### config.mk
export PLATFORM = sky130hd
export DESIGN_NAME = fetch_unit
export DESIGN_NICKNAME = d
export VERILOG_FILES = /design/src/rtl/fetch_unit_pkg.sv /design/src/rtl/fetch_unit_skid.sv /design/src/rtl/fetch_unit.sv
export SDC_FILE = /design/constraint.sdc
export NUM_CORES = 1
export LEC_CHECK = 0
export CORE_AREA = 2 2 116 118
export DETAILED_ROUTE_END_ITERATION = 10
export DIE_AREA = 0 0 118 120
export PLACE_DENSITY_LB_ADDON = 0.05
export SYNTH_ARGS = -nofsm -noshare
export SYNTH_HDL_FRONTEND = slang
export SYNTH_SLANG_ARGS = --single-unit
### constraint.sdc
create_clock -name clk -period 5.1 [get_ports clk]
set_input_delay 1.02 -clock clk [delete_from_list [all_inputs] [get_ports clk]]
set_output_delay 1.02 -clock clk [all_outputs]
set_load 0.005 [all_outputs]
### src/rtl/fetch_unit_pkg.sv
// Shared fetch-stage definitions: control states, default reset PC, address helpers.
// Latency: n/a (types and constants only).
// Backpressure: n/a.
package fetch_unit_pkg;

  // Default PC loaded at reset.
  localparam logic [31:0] RESET_PC_DEFAULT = 32'h0000_0000;

  // Byte stride between consecutive instructions.
  localparam logic [31:0] INSTR_BYTES = 32'd4;

  // BUBBLE: nothing presented. RUN: memory data presented live.
  // HOLD: a stalled instruction is replayed from the hold register.
  typedef enum logic [1:0] {
    ST_BUBBLE = 2'd0,
    ST_RUN    = 2'd1,
    ST_HOLD   = 2'd2
  } fetch_state_e;

  // Drop the byte-offset bits so fetches always land on a word boundary.
  function automatic logic [31:0] word_align(input logic [31:0] addr);
    return {addr[31:2], 2'b00};
  endfunction

  // A redirect target is misaligned when either byte-offset bit is set.
  function automatic logic is_misaligned(input logic [31:0] addr);
    return (addr[1:0] != 2'b00);
  endfunction

endpackage

### src/rtl/fetch_unit_skid.sv
// Fetch control FSM plus hold register that replays the instruction under stall.
// Latency: outputs are a function of registered state; decisions take effect next edge.
// Backpressure: stall in RUN captures imem data into the hold register; redirect overrides stall.
module fetch_unit_skid
  import fetch_unit_pkg::*;
(
  input  logic        clk,
  input  logic        rst_n,
  input  logic        stall_i,
  input  logic        redirect_i,
  input  logic [31:0] imem_rdata_i,
  output logic        advance_o,
  output logic        redirect_ack_o,
  output logic [31:0] instr_o,
  output logic        instr_valid_o
);

  fetch_state_e state_q, state_d;
  logic [31:0]  hold_instr_q, hold_instr_d;

  // State and hold register; reset discards any replayed instruction.
  always_ff @(posedge clk or negedge rst_n) begin
    if (!rst_n) begin
      state_q      <= ST_BUBBLE;
      hold_instr_q <= 32'h0000_0000;
    end else begin
      state_q      <= state_d;
      hold_instr_q <= hold_instr_d;
    end
  end

  // Next state, hold capture and per-cycle control to the PC datapath.
  always_comb begin
    state_d        = state_q;
    hold_instr_d   = hold_instr_q;
    advance_o      = 1'b0;
    redirect_ack_o = 1'b0;
    instr_o        = imem_rdata_i;
    instr_valid_o  = 1'b0;
    case (state_q)
      ST_BUBBLE: begin
        // Bubble always refills; stall and redirects are ignored here.
        advance_o = 1'b1;
        state_d   = ST_RUN;
      end
      ST_RUN: begin
        instr_valid_o = 1'b1;
        instr_o       = imem_rdata_i;
        if (redirect_i) begin
          redirect_ack_o = 1'b1;
          state_d        = ST_BUBBLE;
        end else if (stall_i) begin
          // Memory moves on to the next address, so keep this word locally.
          hold_instr_d = imem_rdata_i;
          state_d      = ST_HOLD;
        end else begin
          advance_o = 1'b1;
        end
      end
      ST_HOLD: begin
        instr_valid_o = 1'b1;
        instr_o       = hold_instr_q;
        if (redirect_i) begin
          redirect_ack_o = 1'b1;
          state_d        = ST_BUBBLE;
        end else if (!stall_i) begin
          // imem_addr never moved while holding, so imem data is the next word.
          advance_o = 1'b1;
          state_d   = ST_RUN;
        end
      end
      default: begin
        state_d = ST_BUBBLE;
      end
    endcase
  end

endmodule

### src/rtl/fetch_unit.sv
// Instruction fetch stage: issues PC to a 1-cycle InstMem, presents instr with its PC.
// Latency: one instruction per clk steady state; redirects cost exactly one bubble cycle.
// Backpressure: stall holds the presented instruction (replayed from skid); redirect wins over stall.
module fetch_unit
  import fetch_unit_pkg::*;
#(
  parameter logic [31:0] RESET_PC = RESET_PC_DEFAULT
) (
  input  logic        clk,
  input  logic        rst_n,
  input  logic        stall,
  input  logic        branch_taken,
  input  logic [31:0] branch_target,
  input  logic        jump,
  input  logic [31:0] jump_target,
  output logic [31:0] imem_addr,
  input  logic [31:0] imem_rdata,
  output logic [31:0] instr,
  output logic [31:0] instr_pc,
  output logic [31:0] pc_plus4,
  output logic        instr_valid,
  output logic        misaligned
);

  logic [31:0] pc_q, pc_d;
  logic [31:0] out_pc_q, out_pc_d;
  logic        misaligned_q, misaligned_d;

  logic        redirect;
  logic [31:0] redirect_target;
  logic        advance;
  logic        redirect_ack;

  // Jump outranks branch when both fire in the same cycle.
  always_comb begin
    redirect        = jump | branch_taken;
    redirect_target = jump ? jump_target : branch_target;
  end

  fetch_unit_skid u_skid (
    .clk            (clk),
    .rst_n          (rst_n),
    .stall_i        (stall),
    .redirect_i     (redirect),
    .imem_rdata_i   (imem_rdata),
    .advance_o      (advance),
    .redirect_ack_o (redirect_ack),
    .instr_o        (instr),
    .instr_valid_o  (instr_valid)
  );

  // PC arithmetic: accepted redirect loads aligned target, advance steps by one word.
  always_comb begin
    pc_d         = pc_q;
    out_pc_d     = out_pc_q;
    misaligned_d = 1'b0;
    if (redirect_ack) begin
      pc_d         = word_align(redirect_target);
      out_pc_d     = pc_q;
      misaligned_d = is_misaligned(redirect_target);
    end else if (advance) begin
      // Wraps naturally from FFFF_FFFC to 0000_0000.
      pc_d     = pc_q + INSTR_BYTES;
      out_pc_d = pc_q;
    end
  end

  // PC registers and the one-cycle misaligned pulse.
  always_ff @(posedge clk or negedge rst_n) begin
    if (!rst_n) begin
      pc_q         <= RESET_PC;
      out_pc_q     <= RESET_PC;
      misaligned_q <= 1'b0;
    end else begin
      pc_q         <= pc_d;
      out_pc_q     <= out_pc_d;
      misaligned_q <= misaligned_d;
    end
  end

  // out_pc_q tracks the address whose data is currently on imem_rdata / hold.
  always_comb begin
    imem_addr  = pc_q;
    instr_pc   = out_pc_q;
    pc_plus4   = out_pc_q + INSTR_BYTES;
    misaligned = misaligned_q;
  end

endmodule

Word-level counts from Yosys, hierarchy flattened
Index checks and enable logic that the tools add are counted.
Widths: inputs -> output; s select.
{ "classes": {"n_addsub": 2, "eq_ne": 4, "mux": 18, "bitwise_logic": 2, "reduce_logical": 6} }
{ "ops": {"columns": ["operator", "count"], "rows": [
  ["$mux 32", 6],
  ["$add 32x3->32 const B", 2],
  ["$mux 2", 4],
  ["$mux 1", 6],
  ["$ne 3x3->1 const B", 2],
  ["$pmux 2 s3", 1],
  ["$reduce_bool 2->1", 2],
  ["$reduce_and 3->1", 1],
  ["$eq 2x1->1 const B", 1],
  ["$eq 2x2->1 const B", 1],
  ["$logic_not 2->1", 1],
  ["$pmux 1 s2", 1],
  ["$reduce_and 2->1", 1],
  ["$reduce_or 2->1", 1],
  ["$not 1->1", 1],
  ["$or 1x1->1", 1]
]} }
{ "word_totals": {"regBits": 99, "output_inout_bits": 130} }

Logic depth before layout (Yosys ltp)
Gate-level depths: netlist of run 1.
{ "depth": {"depth_word": 5, "depth_mapped": 9} }

Hierarchy
Synthesis of run 1 repeated with hierarchy kept, for this count alone.
{ "unflattened": {"hier_cells": 524, "hier_area_um2": 5758.0} }
{ "modules_own_cells": {"columns": ["mod", "n_inst", "cells_per_inst", "area_each_um2", "seq_area_each_um2"], "rows": [
  ["fetch_unit", 1, 399, 3844.9, 1526.5],
  ["fetch_unit_skid", 1, 125, 1913.1, 850.8]
]} }

Least setup slack after synthesis of run 1
No wires, ideal clock.
{ "synth_path": {"kind": "register -> output", "startpoint": "reg u_skid.state_q[0]", "endpoint": "out instr[10]", "arrival_time_ps": 1607, "t_required_ps": 4080, "slack_ps": 2473, "stages_incl_launch_ff": 6, "path_cell_list": "dfrtp_1 inv_1 ha_1 clkbuf_1 clkbuf_1 mux2_2"} }
{ "synth_via": {"elab_chain_len": 2} }
{ "synth_lines": {"columns": ["item", "line_no", "source"], "rows": [
  ["from (decl)", "fetch_unit_skid.sv:18", "fetch_state_e state_q, state_d;"],
  ["from (signal assigned)", "fetch_unit_skid.sv:27", "state_q <= state_d;"],
  ["$eq 2x2->1", "fetch_unit_skid.sv:40", "case (state_q)"],
  ["$mux 32", "fetch_unit_skid.sv:40", null],
  ["to (decl)", "fetch_unit.sv:18", "output logic [31:0] instr,"]
]} }
Every way passes these cells.

Worst setup path in the final report of run 1
{ "layout_path": {"startpoint": "reg out_pc_q[7] (netlist: instr_pc[7])", "endpoint": "out pc_plus4[31]"} }
{ "layout_via": {"elab_chain_len": 1} }
{ "layout_lines": {"columns": ["item", "line_no", "source"], "rows": [
  ["from (decl)", "fetch_unit.sv:26", "logic [31:0] out_pc_q, out_pc_d;"],
  ["from (signal assigned)", "fetch_unit.sv:76", "out_pc_q <= out_pc_d;"],
  ["$add 32x3->32", "fetch_unit.sv:85", "pc_plus4 = out_pc_q + INSTR_BYTES;"],
  ["to (decl)", "fetch_unit.sv:20", "output logic [31:0] pc_plus4,"]
]} }
Every way passes these cells.

==> impl_metrics.xml, run 1 <==
<?xml version="1.0" encoding="UTF-8"?>
<metrics>
  <group name="route">
    <metric name="post_drt_via_cell_ratio" unit="">5.42</metric>
    <metric name="route.vias.total" unit="">5341</metric>
    <metric name="dr.first_iter.drc_count" unit="">232</metric>
    <metric name="final_antenna_net_count" unit="">0</metric>
    <metric name="wl" unit="um">16000</metric>
    <metric name="first_drt_pass_iteration_count" unit="">5</metric>
    <metric name="wire_per_inst" unit="um">16.2</metric>
    <metric name="route.detailed.drc" unit="">0</metric>
  </group>
  <group name="outcome">
    <metric name="run_status" unit="">finished, final reports clean</metric>
  </group>
  <group name="floorplanning">
    <metric name="io_pins" unit="">231</metric>
    <metric name="die_area" unit="um^2">14200</metric>
    <metric name="floorplan.rows" unit="">42</metric>
    <metric name="die_width" unit="um">118</metric>
    <metric name="floorplan.initialDensity" unit="%">43.7</metric>
    <metric name="die_span_y" unit="um">120</metric>
    <metric name="core" unit="um^2">13000</metric>
  </group>
  <group name="placed_design">
    <metric name="placement.setup.worst_slack" unit="ns">1.51</metric>
    <metric name="dp_hpwl" unit="um">12100</metric>
    <metric name="port_buffers" unit="">224</metric>
    <metric name="gpl.final_weighted_congestion" unit="">0.922</metric>
    <metric name="numPlacedInstances" unit="">971</metric>
  </group>
  <group name="worst_setup_path">
    <metric name="crit_path_end_kind" unit="">output pin</metric>
    <metric name="worst_ep_arrival_time" unit="ns">2.50</metric>
    <metric name="cp_data_required_time" unit="ns">4.08</metric>
    <metric name="worst_setup_path_start_kind" unit="">flip-flop</metric>
    <metric name="timing.critical_path.fanout_max" unit="">7</metric>
    <metric name="crit_type" unit="">reg -&gt; out</metric>
  </group>
  <group name="timing">
    <metric name="transition_at_the_pin_with_the_smallest_max_transition_slack" unit="ns">0.965</metric>
    <metric name="max_slew_margin" unit="%">35.6</metric>
    <metric name="finalSetupViolations" unit="">0</metric>
    <metric name="timing.fmax" unit="MHz">284</metric>
    <metric name="layout_worst_path_cycle_share" unit="%">69.0</metric>
    <metric name="finalHoldViolCount" unit="">0</metric>
    <metric name="timing.clock.skew" unit="ns">0.00836</metric>
    <metric name="post-route-min-period" unit="ns">3.52</metric>
    <metric name="setup_repair_after_global_routing_missed_its_margin" unit="">no</metric>
    <metric name="report.final.slew_viol_count" unit="">0</metric>
    <metric name="final.setup.worst_slack" unit="ns">1.58</metric>
    <metric name="setup_total_negative_slack" unit="ns">0</metric>
  </group>
  <group name="yosys">
    <metric name="post_synth_main_area_contributors" unit="">dfrtp_1, mux2_2, nand2_1, xnor2_1, mux2i_1</metric>
    <metric name="netlist_area" unit="um^2">5670</metric>
    <metric name="yosysTopAreaCellShare" unit="%">41.9</metric>
    <metric name="synth_cells" unit="">596</metric>
    <metric name="yosysMostFrequentCell" unit="">nand2_1</metric>
    <metric name="yosys.cell_types.count" unit="">51</metric>
    <metric name="yosys_warnings" unit="">0</metric>
    <metric name="most_frequent_cells_after_synthesis" unit="">nand2_1, dfrtp_1, mux2_2</metric>
    <metric name="synth_top_area_cell" unit="">dfrtp_1</metric>
    <metric name="ys_seq_area_share" unit="%">41.9</metric>
    <metric name="async_reset_ff_share" unit="%">100</metric>
    <metric name="average_instance_area_after_synthesis" unit="um^2">9.51</metric>
    <metric name="yosys_register_bits" unit="">95</metric>
    <metric name="synth_enable_flop_cells" unit="">0</metric>
    <metric name="synthFlopType" unit="">dfrtp_1</metric>
  </group>
  <group name="cells_and_area">
    <metric name="drive_above_1_share" unit="%">13.1</metric>
    <metric name="final_cells" unit="">985</metric>
    <metric name="post_layout_nets" unit="">913</metric>
    <metric name="insertedDiodeCount" unit="">0</metric>
    <metric name="layout.filler_cells" unit="">1125</metric>
    <metric name="area_taken_by_multi_input_logic_gates" unit="um^2">3110</metric>
    <metric name="flow.area_growth_from_synthesis" unit="%">47.9</metric>
    <metric name="ff_latch_area" unit="um^2">2380</metric>
  </group>
  <group name="pwr">
    <metric name="power-per-cell-area" unit="nW/um^2">543</metric>
    <metric name="total_leakage_power" unit="nW">3.46</metric>
    <metric name="worst_supply_voltage_drop_on_vdd" unit="V">0.000243</metric>
  </group>
  <group name="clock_tree">
    <metric name="worstSkewPairLatency" unit="ns">0.34</metric>
    <metric name="cts_hold_repair.buffers" unit="">0</metric>
    <metric name="post_cts.repair.setup_buffers" unit="">0</metric>
    <metric name="ctsHtreeMaxLevel" unit="">3</metric>
    <metric name="post_cts_resize_count" unit="">0</metric>
    <metric name="clk_sinks" unit="">95</metric>
    <metric name="cts_max_path_buffers" unit="">2</metric>
    <metric name="clockRootBuffer" unit="">clkbuf_16</metric>
    <metric name="clock_tree_from_tritoncts" unit="">done</metric>
    <metric name="cts_buffers" unit="">9</metric>
    <metric name="cts.clk_slew.worst_paths" unit="ns">0.06</metric>
  </group>
  <group name="global_routing">
    <metric name="globalRoute.totalOverflow" unit="">0</metric>
    <metric name="first_global_vias" unit="">5434</metric>
    <metric name="pin_count_of_the_biggest_net_entering_global_routing" unit="">60</metric>
    <metric name="antenna_found_initial" unit="">0</metric>
    <metric name="gr-usage-all-layers" unit="%">23.1</metric>
    <metric name="global_route_wire_length_before_repair" unit="um">26900</metric>
  </group>
  <group name="worst_hold_path">
    <metric name="worst_hold_path_type" unit="">reg -&gt; reg</metric>
  </group>
  <group name="flow_run">
    <metric name="cap_viol_max_count" unit="">0</metric>
  </group>
</metrics>
[cell families (layout without fill, tap and decap cells)]
kind of cell    count (synthesis)  after routing  synth area share [%]
buf+inv                        49            257                  3.80
other cells                     1              6                0.0661
simple gates                  235            235                  19.6
compound gates                 92             92                  11.7
mux                            87             87                  16.8
fa+ha+maj                       6              6                  1.32
flops                          95             95                  41.9
xor+xnor                       31             31                  4.79
[per-layer routing]
layer	vias to the layer above	global-route usage [%]	share of wire [%]
met4	0	7.61	1.9
met5	-	0	0
met2	218	39.1	48
met3	23	4.94	7.7
met1	2548	29.7	43
li1	2552	-	-
[registers in the layout, indices dropped and copies added, names as in the netlist]
name                 flops
u_skid.hold_instr_q     32
imem_addr               30
misaligned               1
u_skid.state_q           2
instr_pc                30
[final timing paths]
check                                                     from  cells after the start  slack (ns)                                  end
min in group asynchronous                                rst_n                      1        0.75  u_skid.hold_instr_q[25]$_DFFE_PN0P_
max                                    instr_pc[7]$_DFFE_PN0P_                      6        1.58                         pc_plus4[31]
max in group asynchronous                                rst_n                      2        3.38             instr_pc[22]$_DFFE_PN0P_
max reg2reg                      u_skid.state_q[0]$_DFFE_PN0P_                      8        2.18            imem_addr[26]$_DFFE_PN0P_
min reg2reg                u_skid.hold_instr_q[16]$_DFFE_PN0P_                      1        0.50  u_skid.hold_instr_q[16]$_DFFE_PN0P_
min                        u_skid.hold_instr_q[16]$_DFFE_PN0P_                      1        0.50  u_skid.hold_instr_q[16]$_DFFE_PN0P_
[layout by cell type (no fill, tap or decap), drive strengths merged, types with 10 or more instances in the layout]
cell | Yosys | layout
a21oi | 16 | 16
and3 | 13 | 13
buf | 14 | 11
clkbuf | 25 | 10
clkdlybuf4s50 | 0 | 222
dfrtp | 95 | 95
inv | 10 | 10
mux2 | 67 | 67
mux2i | 20 | 20
nand2 | 115 | 115
nand3 | 30 | 30
nand4 | 14 | 14
nor2 | 30 | 30
o21ai | 14 | 14
o311ai | 14 | 14
xnor2 | 23 | 23
[where the power goes]
group	total, mW	switching [mW]	internal, mW
sequential	1.63	0.495	1.13
clock	0.760	0.273	0.486
combinational	2.16	0.896	1.26
[metrics by stage]
step | power (mW) | cell area, um^2 | utilization (%) | hold WS (ns)
2_1_floorplan | 2.56 | 5690 | - | 0.475
5_1_grt | 4.88 | 8380 | 64.6 | 0.518
3_3_place_gp | 3.74 | 8050 | 62.0 | 0.483
6_report | 4.55 | 8380 | 64.6 | 0.505
3_5_place_dp | 3.81 | 8050 | 62.0 | 0.491
4_1_cts | 4.58 | 8380 | 64.6 | 0.506
[worst max-delay path, cell delays in order, from the launching register on]
cell	delay (ns)
dfrtp_1	0.46
and4_1	0.36
and3_1	0.26
and4_1	0.30
nand3_1	0.12
xnor2_1	0.15
clkdlybuf4s50_1	0.52
[cell type report]
cell class / instances / share of cell area [%]
repair buffers: 233 / 27.5
flip-flops and latches: 95 / 28.4
inverters: 10 / 0.448
well taps: 176 / 2.63
multi-input cells: 457 / 37.1
clock buffers: 10 / 2.85
clock inverters: 4 / 1.13
Note: power is estimated with default switching activity, not from simulation.
==> run 2: changes to the inputs <==
--- a/config.mk
+++ b/config.mk
@@ -5,9 +5,9 @@
 export SDC_FILE = /design/constraint.sdc
 export NUM_CORES = 1
 export LEC_CHECK = 0
-export CORE_AREA = 2 2 116 118
+export CORE_AREA = 2 2 117 119
 export DETAILED_ROUTE_END_ITERATION = 10
-export DIE_AREA = 0 0 118 120
+export DIE_AREA = 0 0 119 121
 export PLACE_DENSITY_LB_ADDON = 0.05
 export SYNTH_ARGS = -nofsm -noshare
 export SYNTH_HDL_FRONTEND = slang
==> constraint.sdc (replaced) <==
create_clock -name clk -period 3.7 [get_ports clk]
set_input_delay 0.74 -clock clk [delete_from_list [all_inputs] [get_ports clk]]
set_output_delay 0.74 -clock clk [all_outputs]
set_load 0.005 [all_outputs]
==> run 2 against run 1 <==
Worst hold slack worse by 0.069 ns. Critical path depth is 1 higher. Die area is 1.7% higher. Largest cell class unchanged. Clock skew is 0.0022 ns lower. First-iteration DRC count is 18% lower.
==> impl_metrics.xml, run 2 (same netlist as run 1, synthesis figures left out) <==
<?xml version="1.0" encoding="UTF-8"?>
<metrics>
  <group name="route">
    <metric name="final_antenna_net_count" unit="">0</metric>
    <metric name="wire_per_inst" unit="um">16.3</metric>
    <metric name="route.vias.total" unit="">5330</metric>
    <metric name="first_drt_pass_iteration_count" unit="">5</metric>
    <metric name="post_drt_via_cell_ratio" unit="">5.39</metric>
    <metric name="wl" unit="um">16100</metric>
    <metric name="route.detailed.drc" unit="">0</metric>
    <metric name="dr.first_iter.drc_count" unit="">191</metric>
  </group>
  <group name="floorplanning">
    <metric name="die_area" unit="um^2">14400</metric>
    <metric name="floorplan.initialDensity" unit="%">43.3</metric>
    <metric name="core" unit="um^2">13100</metric>
    <metric name="die_span_y" unit="um">121</metric>
    <metric name="die_width" unit="um">119</metric>
    <metric name="floorplan.rows" unit="">42</metric>
    <metric name="io_pins" unit="">231</metric>
  </group>
  <group name="timing">
    <metric name="finalHoldViolCount" unit="">0</metric>
    <metric name="setup_total_negative_slack" unit="ns">0</metric>
    <metric name="timing.fmax" unit="MHz">309</metric>
    <metric name="transition_at_the_pin_with_the_smallest_max_transition_slack" unit="ns">0.713</metric>
    <metric name="setup_repair_after_global_routing_missed_its_margin" unit="">no</metric>
    <metric name="max_slew_margin" unit="%">52.0</metric>
    <metric name="timing.clock.skew" unit="ns">0.00613</metric>
    <metric name="post-route-min-period" unit="ns">3.24</metric>
    <metric name="report.final.slew_viol_count" unit="">0</metric>
    <metric name="layout_worst_path_cycle_share" unit="%">87.5</metric>
    <metric name="finalSetupViolations" unit="">0</metric>
    <metric name="timing.hold.ws" unit="ns">0.436</metric>
  </group>
  <group name="worst_setup_path">
    <metric name="crit_type" unit="">reg -&gt; out</metric>
    <metric name="timing.critical_path.fanout_max" unit="">5</metric>
    <metric name="worst_setup_path_start_kind" unit="">flip-flop</metric>
    <metric name="worst_ep_arrival_time" unit="ns">2.50</metric>
    <metric name="cp_data_required_time" unit="ns">2.96</metric>
    <metric name="crit_path_end_kind" unit="">output pin</metric>
  </group>
  <group name="clock_tree">
    <metric name="ctsHtreeMaxLevel" unit="">3</metric>
    <metric name="clock_tree_from_tritoncts" unit="">done</metric>
    <metric name="cts_buffers" unit="">9</metric>
    <metric name="clockRootBuffer" unit="">clkbuf_16</metric>
    <metric name="cts_max_path_buffers" unit="">2</metric>
    <metric name="cts_hold_repair.buffers" unit="">0</metric>
    <metric name="cts.clk_slew.worst_paths" unit="ns">0.06</metric>
    <metric name="post_cts_resize_count" unit="">0</metric>
    <metric name="worstSkewPairLatency" unit="ns">0.34</metric>
    <metric name="post_cts.repair.setup_buffers" unit="">0</metric>
    <metric name="clk_sinks" unit="">95</metric>
  </group>
  <group name="placed_design">
    <metric name="port_buffers" unit="">224</metric>
    <metric name="dp_hpwl" unit="um">12200</metric>
    <metric name="gpl.final_weighted_congestion" unit="">0.867</metric>
  </group>
  <group name="cells_and_area">
    <metric name="drive_above_1_share" unit="%">13.4</metric>
    <metric name="most_common_cell_after_layout_fill_and_taps_aside" unit="">clkdlybuf4s50_1</metric>
    <metric name="post_layout_nets" unit="">915</metric>
    <metric name="largest-register" unit="">u_skid.hold_instr_q</metric>
    <metric name="final_cell_mix" unit="">clkdlybuf4s50_1, nand2_1, dfrtp_1, mux2_2, nor2_1</metric>
    <metric name="insertedDiodeCount" unit="">0</metric>
    <metric name="largest_register_ffs" unit="">32</metric>
    <metric name="layout.filler_cells" unit="">1128</metric>
    <metric name="flow.area_growth_from_synthesis" unit="%">47.7</metric>
  </group>
  <group name="global_routing">
    <metric name="globalRoute.totalOverflow" unit="">0</metric>
    <metric name="antenna_found_initial" unit="">0</metric>
    <metric name="first_global_vias" unit="">5306</metric>
    <metric name="gr-usage-all-layers" unit="%">22.6</metric>
    <metric name="global_route_wire_length_before_repair" unit="um">26200</metric>
    <metric name="pin_count_of_the_biggest_net_entering_global_routing" unit="">54</metric>
  </group>
  <group name="worst_hold_path">
    <metric name="worst_hold_path_type" unit="">in -&gt; async</metric>
  </group>
  <group name="pwr">
    <metric name="power-per-cell-area" unit="nW/um^2">739</metric>
    <metric name="worst_supply_voltage_drop_on_vdd" unit="V">0.000303</metric>
    <metric name="total_leakage_power" unit="nW">3.46</metric>
  </group>
  <group name="flow_run">
    <metric name="cap_viol_max_count" unit="">0</metric>
  </group>
  <group name="outcome">
    <metric name="run_status" unit="">finished, final reports clean</metric>
  </group>
</metrics>
## run 2: changes by cell type in the layout (fill, tap and decap cells not counted)
cell       previous run  this run
clkbuf_1              0         1
buf_4                10        12
clkbuf_8              1         3
clkinv_2              1         2
bufinv_16             3         1
## run 2: worst max-delay path: stages, from the launching register on
cell	delay, ns
dfrtp_1	0.39
ha_1	0.22
and4_1	0.35
nand2_1	0.11
nor2_1	0.26
nand4_1	0.15
xnor2_1	0.16
clkdlybuf4s50_1	0.51
## run 2: report_power, final
part           internal [mW]  switching, mW  total [mW]
clock network          0.577          0.380       0.958
registers               1.56          0.664        2.23
logic                   1.75           1.25        3.00
## run 2: final cells by class
type	instances	area (um^2)	share of cell area (%)
Multi-Input combinational cell	457	3110	37.2
Clock inverter	3	40.0	0.478
Inverter	10	37.5	0.448
Tap cell	176	220	2.63
Timing Repair Buffer	235	2320	27.7
Sequential cell	95	2380	28.4
Clock buffer	13	270	3.23
## run 2: worst paths after layout
path / start / endpoint / slack [ns] / cells after the start
worst max-delay path: instr_pc[2]$_DFFE_PN0P_ / pc_plus4[20] / 0.46 / 7
worst min register to register: u_skid.hold_instr_q[22]$_DFFE_PN0P_ / u_skid.hold_instr_q[22]$_DFFE_PN0P_ / 0.51 / 1
worst min-delay path: rst_n / u_skid.hold_instr_q[27]$_DFFE_PN0P_ / 0.44 / 1
min in group clk: u_skid.hold_instr_q[22]$_DFFE_PN0P_ / u_skid.hold_instr_q[22]$_DFFE_PN0P_ / 0.51 / 1
worst max register to register: u_skid.state_q[0]$_DFFE_PN0P_ / imem_addr[11]$_DFFE_PN0P_ / 1.18 / 7
max in group asynchronous: rst_n / u_skid.hold_instr_q[31]$_DFFE_PN0P_ / 2.48 / 2
## run 2: through the flow
| stage | area [um^2] | power [mW] | util (%) | setup slack [ns] | std cells |
|---|---|---|---|---|---|
| after floorplan | 5690 | 3.53 | - | 1.35 | 601 |
| after global placement | 8070 | 5.16 | 61.6 | 0.877 | 973 |
| after detailed placement | 8070 | 5.26 | 61.6 | 0.806 | 973 |
| after CTS | 8380 | 6.24 | 64.0 | 0.433 | 989 |
| after global routing | 8380 | 6.64 | 64.0 | 0.313 | 989 |
| final | 8380 | 6.19 | 64.0 | 0.464 | 989 |
## run 2: routing by layer
metal	share of wire, %	vias up	global-route usage (%)
li1	-	2562	-
met1	43	2536	29.1
met2	49	209	38.6
met3	6.2	23	3.81
met4	2.0	0	8.04
met5	0	-	0
==> run 3: changes to the inputs <==
--- a/config.mk
+++ b/config.mk
@@ -8,7 +8,7 @@
 export CORE_AREA = 2 2 117 119
 export DETAILED_ROUTE_END_ITERATION = 10
 export DIE_AREA = 0 0 119 121
-export PLACE_DENSITY_LB_ADDON = 0.05
+export PLACE_DENSITY = 0.86
 export SYNTH_ARGS = -nofsm -noshare
 export SYNTH_HDL_FRONTEND = slang
 export SYNTH_SLANG_ARGS = --single-unit
==> run 3 against run 2 <==
Clock skew rose by 0.0056 ns. Core utilization barely moved. Clock power rose by 2.5%. Critical path type unchanged. Count of clock-buffer cells in the layout fell by 3. Critical path depth did not move. Non-clock buffer count fell by 2. Total power rose by 0.77%.
==> impl_metrics.xml, run 3 (same netlist as run 1, synthesis figures left out) <==
<?xml version="1.0" encoding="UTF-8"?>
<metrics>
  <group name="global_routing">
    <metric name="antenna_found_initial" unit="">0</metric>
    <metric name="gr-usage-all-layers" unit="%">23.1</metric>
    <metric name="first_global_vias" unit="">5305</metric>
    <metric name="pin_count_of_the_biggest_net_entering_global_routing" unit="">58</metric>
    <metric name="global_route_wire_length_before_repair" unit="um">26900</metric>
    <metric name="globalRoute.totalOverflow" unit="">0</metric>
  </group>
  <group name="pwr">
    <metric name="internal_power" unit="mW">3.86</metric>
    <metric name="power_frac_comb" unit="%">48.3</metric>
    <metric name="fraction_of_power_spent_switching_nets" unit="%">38.1</metric>
    <metric name="seq_power_share" unit="%">35.9</metric>
    <metric name="power-per-cell-area" unit="nW/um^2">744</metric>
    <metric name="total_leakage_power" unit="nW">3.45</metric>
    <metric name="power_frac_clock" unit="%">15.7</metric>
    <metric name="net-switching-power" unit="mW">2.37</metric>
    <metric name="worst_supply_voltage_drop_on_vdd" unit="V">0.000289</metric>
  </group>
  <group name="timing">
    <metric name="report.final.slew_viol_count" unit="">0</metric>
    <metric name="setup_total_negative_slack" unit="ns">0</metric>
    <metric name="finalHoldViolCount" unit="">0</metric>
    <metric name="post-route-min-period" unit="ns">3.22</metric>
    <metric name="timing.fmax" unit="MHz">311</metric>
    <metric name="transition_at_the_pin_with_the_smallest_max_transition_slack" unit="ns">0.772</metric>
    <metric name="timing.clock.skew" unit="ns">0.0117</metric>
    <metric name="layout_worst_path_cycle_share" unit="%">86.9</metric>
    <metric name="finalSetupViolations" unit="">0</metric>
    <metric name="setup_repair_after_global_routing_missed_its_margin" unit="">no</metric>
    <metric name="max_slew_margin" unit="%">48.6</metric>
  </group>
  <group name="floorplanning">
    <metric name="die_area" unit="um^2">14400</metric>
    <metric name="die_width" unit="um">119</metric>
    <metric name="floorplan.rows" unit="">42</metric>
    <metric name="floorplan.initialDensity" unit="%">43.3</metric>
    <metric name="io_pins" unit="">231</metric>
    <metric name="core" unit="um^2">13100</metric>
    <metric name="die_span_y" unit="um">121</metric>
  </group>
  <group name="worst_setup_path">
    <metric name="timing.critical_path.fanout_max" unit="">5</metric>
    <metric name="crit_type" unit="">reg -&gt; out</metric>
    <metric name="crit_path_end_kind" unit="">output pin</metric>
    <metric name="critical_path_buf_inv_count" unit="">1</metric>
    <metric name="cp_data_required_time" unit="ns">2.96</metric>
    <metric name="worst_ep_arrival_time" unit="ns">2.48</metric>
    <metric name="timing.critical_path.slowest_cell_delay" unit="ns">0.52</metric>
    <metric name="worst_setup_path_start_kind" unit="">flip-flop</metric>
    <metric name="critPathSlowestCell" unit="">clkdlybuf4s50_1</metric>
    <metric name="kind_of_cell_with_the_highest_combined_delay_on_the_critical_path" unit="">simple AND/OR/NAND/NOR gates</metric>
    <metric name="critical_path.cell_chain" unit="">ha_1, and4_1, nand2_1, nor2_1, nand4_1, xnor2_1, clkdlybuf4s50_1</metric>
  </group>
  <group name="route">
    <metric name="wire_per_inst" unit="um">16.6</metric>
    <metric name="first_drt_pass_iteration_count" unit="">4</metric>
    <metric name="route.vias.total" unit="">5396</metric>
    <metric name="final_antenna_net_count" unit="">0</metric>
    <metric name="dr.first_iter.drc_count" unit="">280</metric>
    <metric name="post_drt_via_cell_ratio" unit="">5.47</metric>
    <metric name="wl" unit="um">16400</metric>
    <metric name="route.detailed.drc" unit="">0</metric>
  </group>
  <group name="flow_run">
    <metric name="cap_viol_max_count" unit="">0</metric>
  </group>
  <group name="cells_and_area">
    <metric name="insertedDiodeCount" unit="">0</metric>
    <metric name="flow.area_growth_from_synthesis" unit="%">47.7</metric>
    <metric name="largest-register" unit="">u_skid.hold_instr_q</metric>
    <metric name="final_cell_mix" unit="">clkdlybuf4s50_1, nand2_1, dfrtp_1, mux2_2, nor2_1</metric>
    <metric name="largest_register_ffs" unit="">32</metric>
    <metric name="layout.filler_cells" unit="">1043</metric>
    <metric name="post_layout_nets" unit="">913</metric>
    <metric name="drive_above_1_share" unit="%">13.3</metric>
    <metric name="postLayoutCellArea" unit="um^2">8380</metric>
    <metric name="most_common_cell_after_layout_fill_and_taps_aside" unit="">clkdlybuf4s50_1</metric>
  </group>
  <group name="outcome">
    <metric name="run_status" unit="">finished, final reports clean</metric>
  </group>
  <group name="clock_tree">
    <metric name="ctsHtreeMaxLevel" unit="">3</metric>
    <metric name="clock_tree_from_tritoncts" unit="">done</metric>
    <metric name="clk_sinks" unit="">95</metric>
    <metric name="post_cts_resize_count" unit="">0</metric>
    <metric name="cts_buffers" unit="">9</metric>
    <metric name="worstSkewPairLatency" unit="ns">0.34</metric>
    <metric name="cts_hold_repair.buffers" unit="">0</metric>
    <metric name="clockRootBuffer" unit="">clkbuf_16</metric>
    <metric name="cts_max_path_buffers" unit="">2</metric>
    <metric name="post_cts.repair.setup_buffers" unit="">0</metric>
    <metric name="cts.clk_slew.worst_paths" unit="ns">0.07</metric>
  </group>
  <group name="placed_design">
    <metric name="place_area" unit="um^2">8060</metric>
    <metric name="gpl.final_weighted_congestion" unit="">0.819</metric>
    <metric name="dp_hpwl" unit="um">12100</metric>
    <metric name="port_buffers" unit="">224</metric>
  </group>
  <group name="worst_hold_path">
    <metric name="worst_hold_path_type" unit="">in -&gt; async</metric>
  </group>
</metrics>
## run 3: changes by cell type in the layout (fill, tap and decap cells not counted)
| cell | before | now |
|---|---|---|
| clkbuf_8 | 3 | 1 |
| clkbuf_1 | 1 | 0 |
| inv_8 | 0 | 2 |
| inv_6 | 0 | 1 |
| clkinvlp_4 | 0 | 2 |
| buf_12 | 0 | 1 |
| clkinv_2 | 2 | 0 |
| buf_4 | 12 | 9 |
## run 3: stage by stage
stage	cells	setup WS [ns]	utilization [%]	power, mW	hold WS [ns]
after floorplan	601	1.35	-	3.53	0.444
after global placement	971	0.836	61.6	5.17	0.483
after detailed placement	971	0.745	61.6	5.25	0.491
after CTS	987	0.470	64.0	6.26	0.501
after global routing	987	0.334	64.0	6.68	0.523
final	987	0.484	64.0	6.24	0.469
## run 3: power groups by stage
stage | clock network [mW] | registers, mW | logic, mW
after floorplan | 0 | 2.08 | 1.45
after global placement | 0 | 2.21 | 2.96
after detailed placement | 0 | 2.24 | 3.02
after CTS | 0.998 | 2.22 | 3.04
after global routing | 1.05 | 2.33 | 3.31
final | 0.982 | 2.24 | 3.01
## run 3: cell type report
class	instances	area [um^2]	share of cell area, %
Tap cell	176	220	2.63
Clock inverter	6	76.3	0.911
Inverter	10	37.5	0.448
Clock buffer	10	239	2.85
Timing Repair Buffer	233	2310	27.6
Sequential cell	95	2380	28.4
Multi-Input combinational cell	457	3110	37.2
## run 3: final timing paths
check,slack [ns],to,cells past startpoint,startpoint
max,0.48,pc_plus4[20],7,instr_pc[3]$_DFFE_PN0P_
min,0.47,u_skid.hold_instr_q[26]$_DFFE_PN0P_,1,rst_n
max reg2reg,1.11,imem_addr[7]$_DFFE_PN0P_,8,u_skid.state_q[1]$_DFFE_PN0P_
min reg2reg,0.50,u_skid.hold_instr_q[19]$_DFFE_PN0P_,1,u_skid.hold_instr_q[19]$_DFFE_PN0P_
max in group asynchronous,2.56,imem_addr[20]$_DFFE_PN0P_,2,rst_n
min in group clk,0.50,u_skid.hold_instr_q[19]$_DFFE_PN0P_,1,u_skid.hold_instr_q[19]$_DFFE_PN0P_
## run 3: per-layer routing
layer | vias up | part of all wire (%) | global-route usage, %
met5 | - | 0 | 0
met4 | 0 | 1.7 | 6.77
met3 | 26 | 10 | 6.53
met2 | 283 | 48 | 39.4
met1 | 2521 | 40 | 28.5
li1 | 2566 | - | -
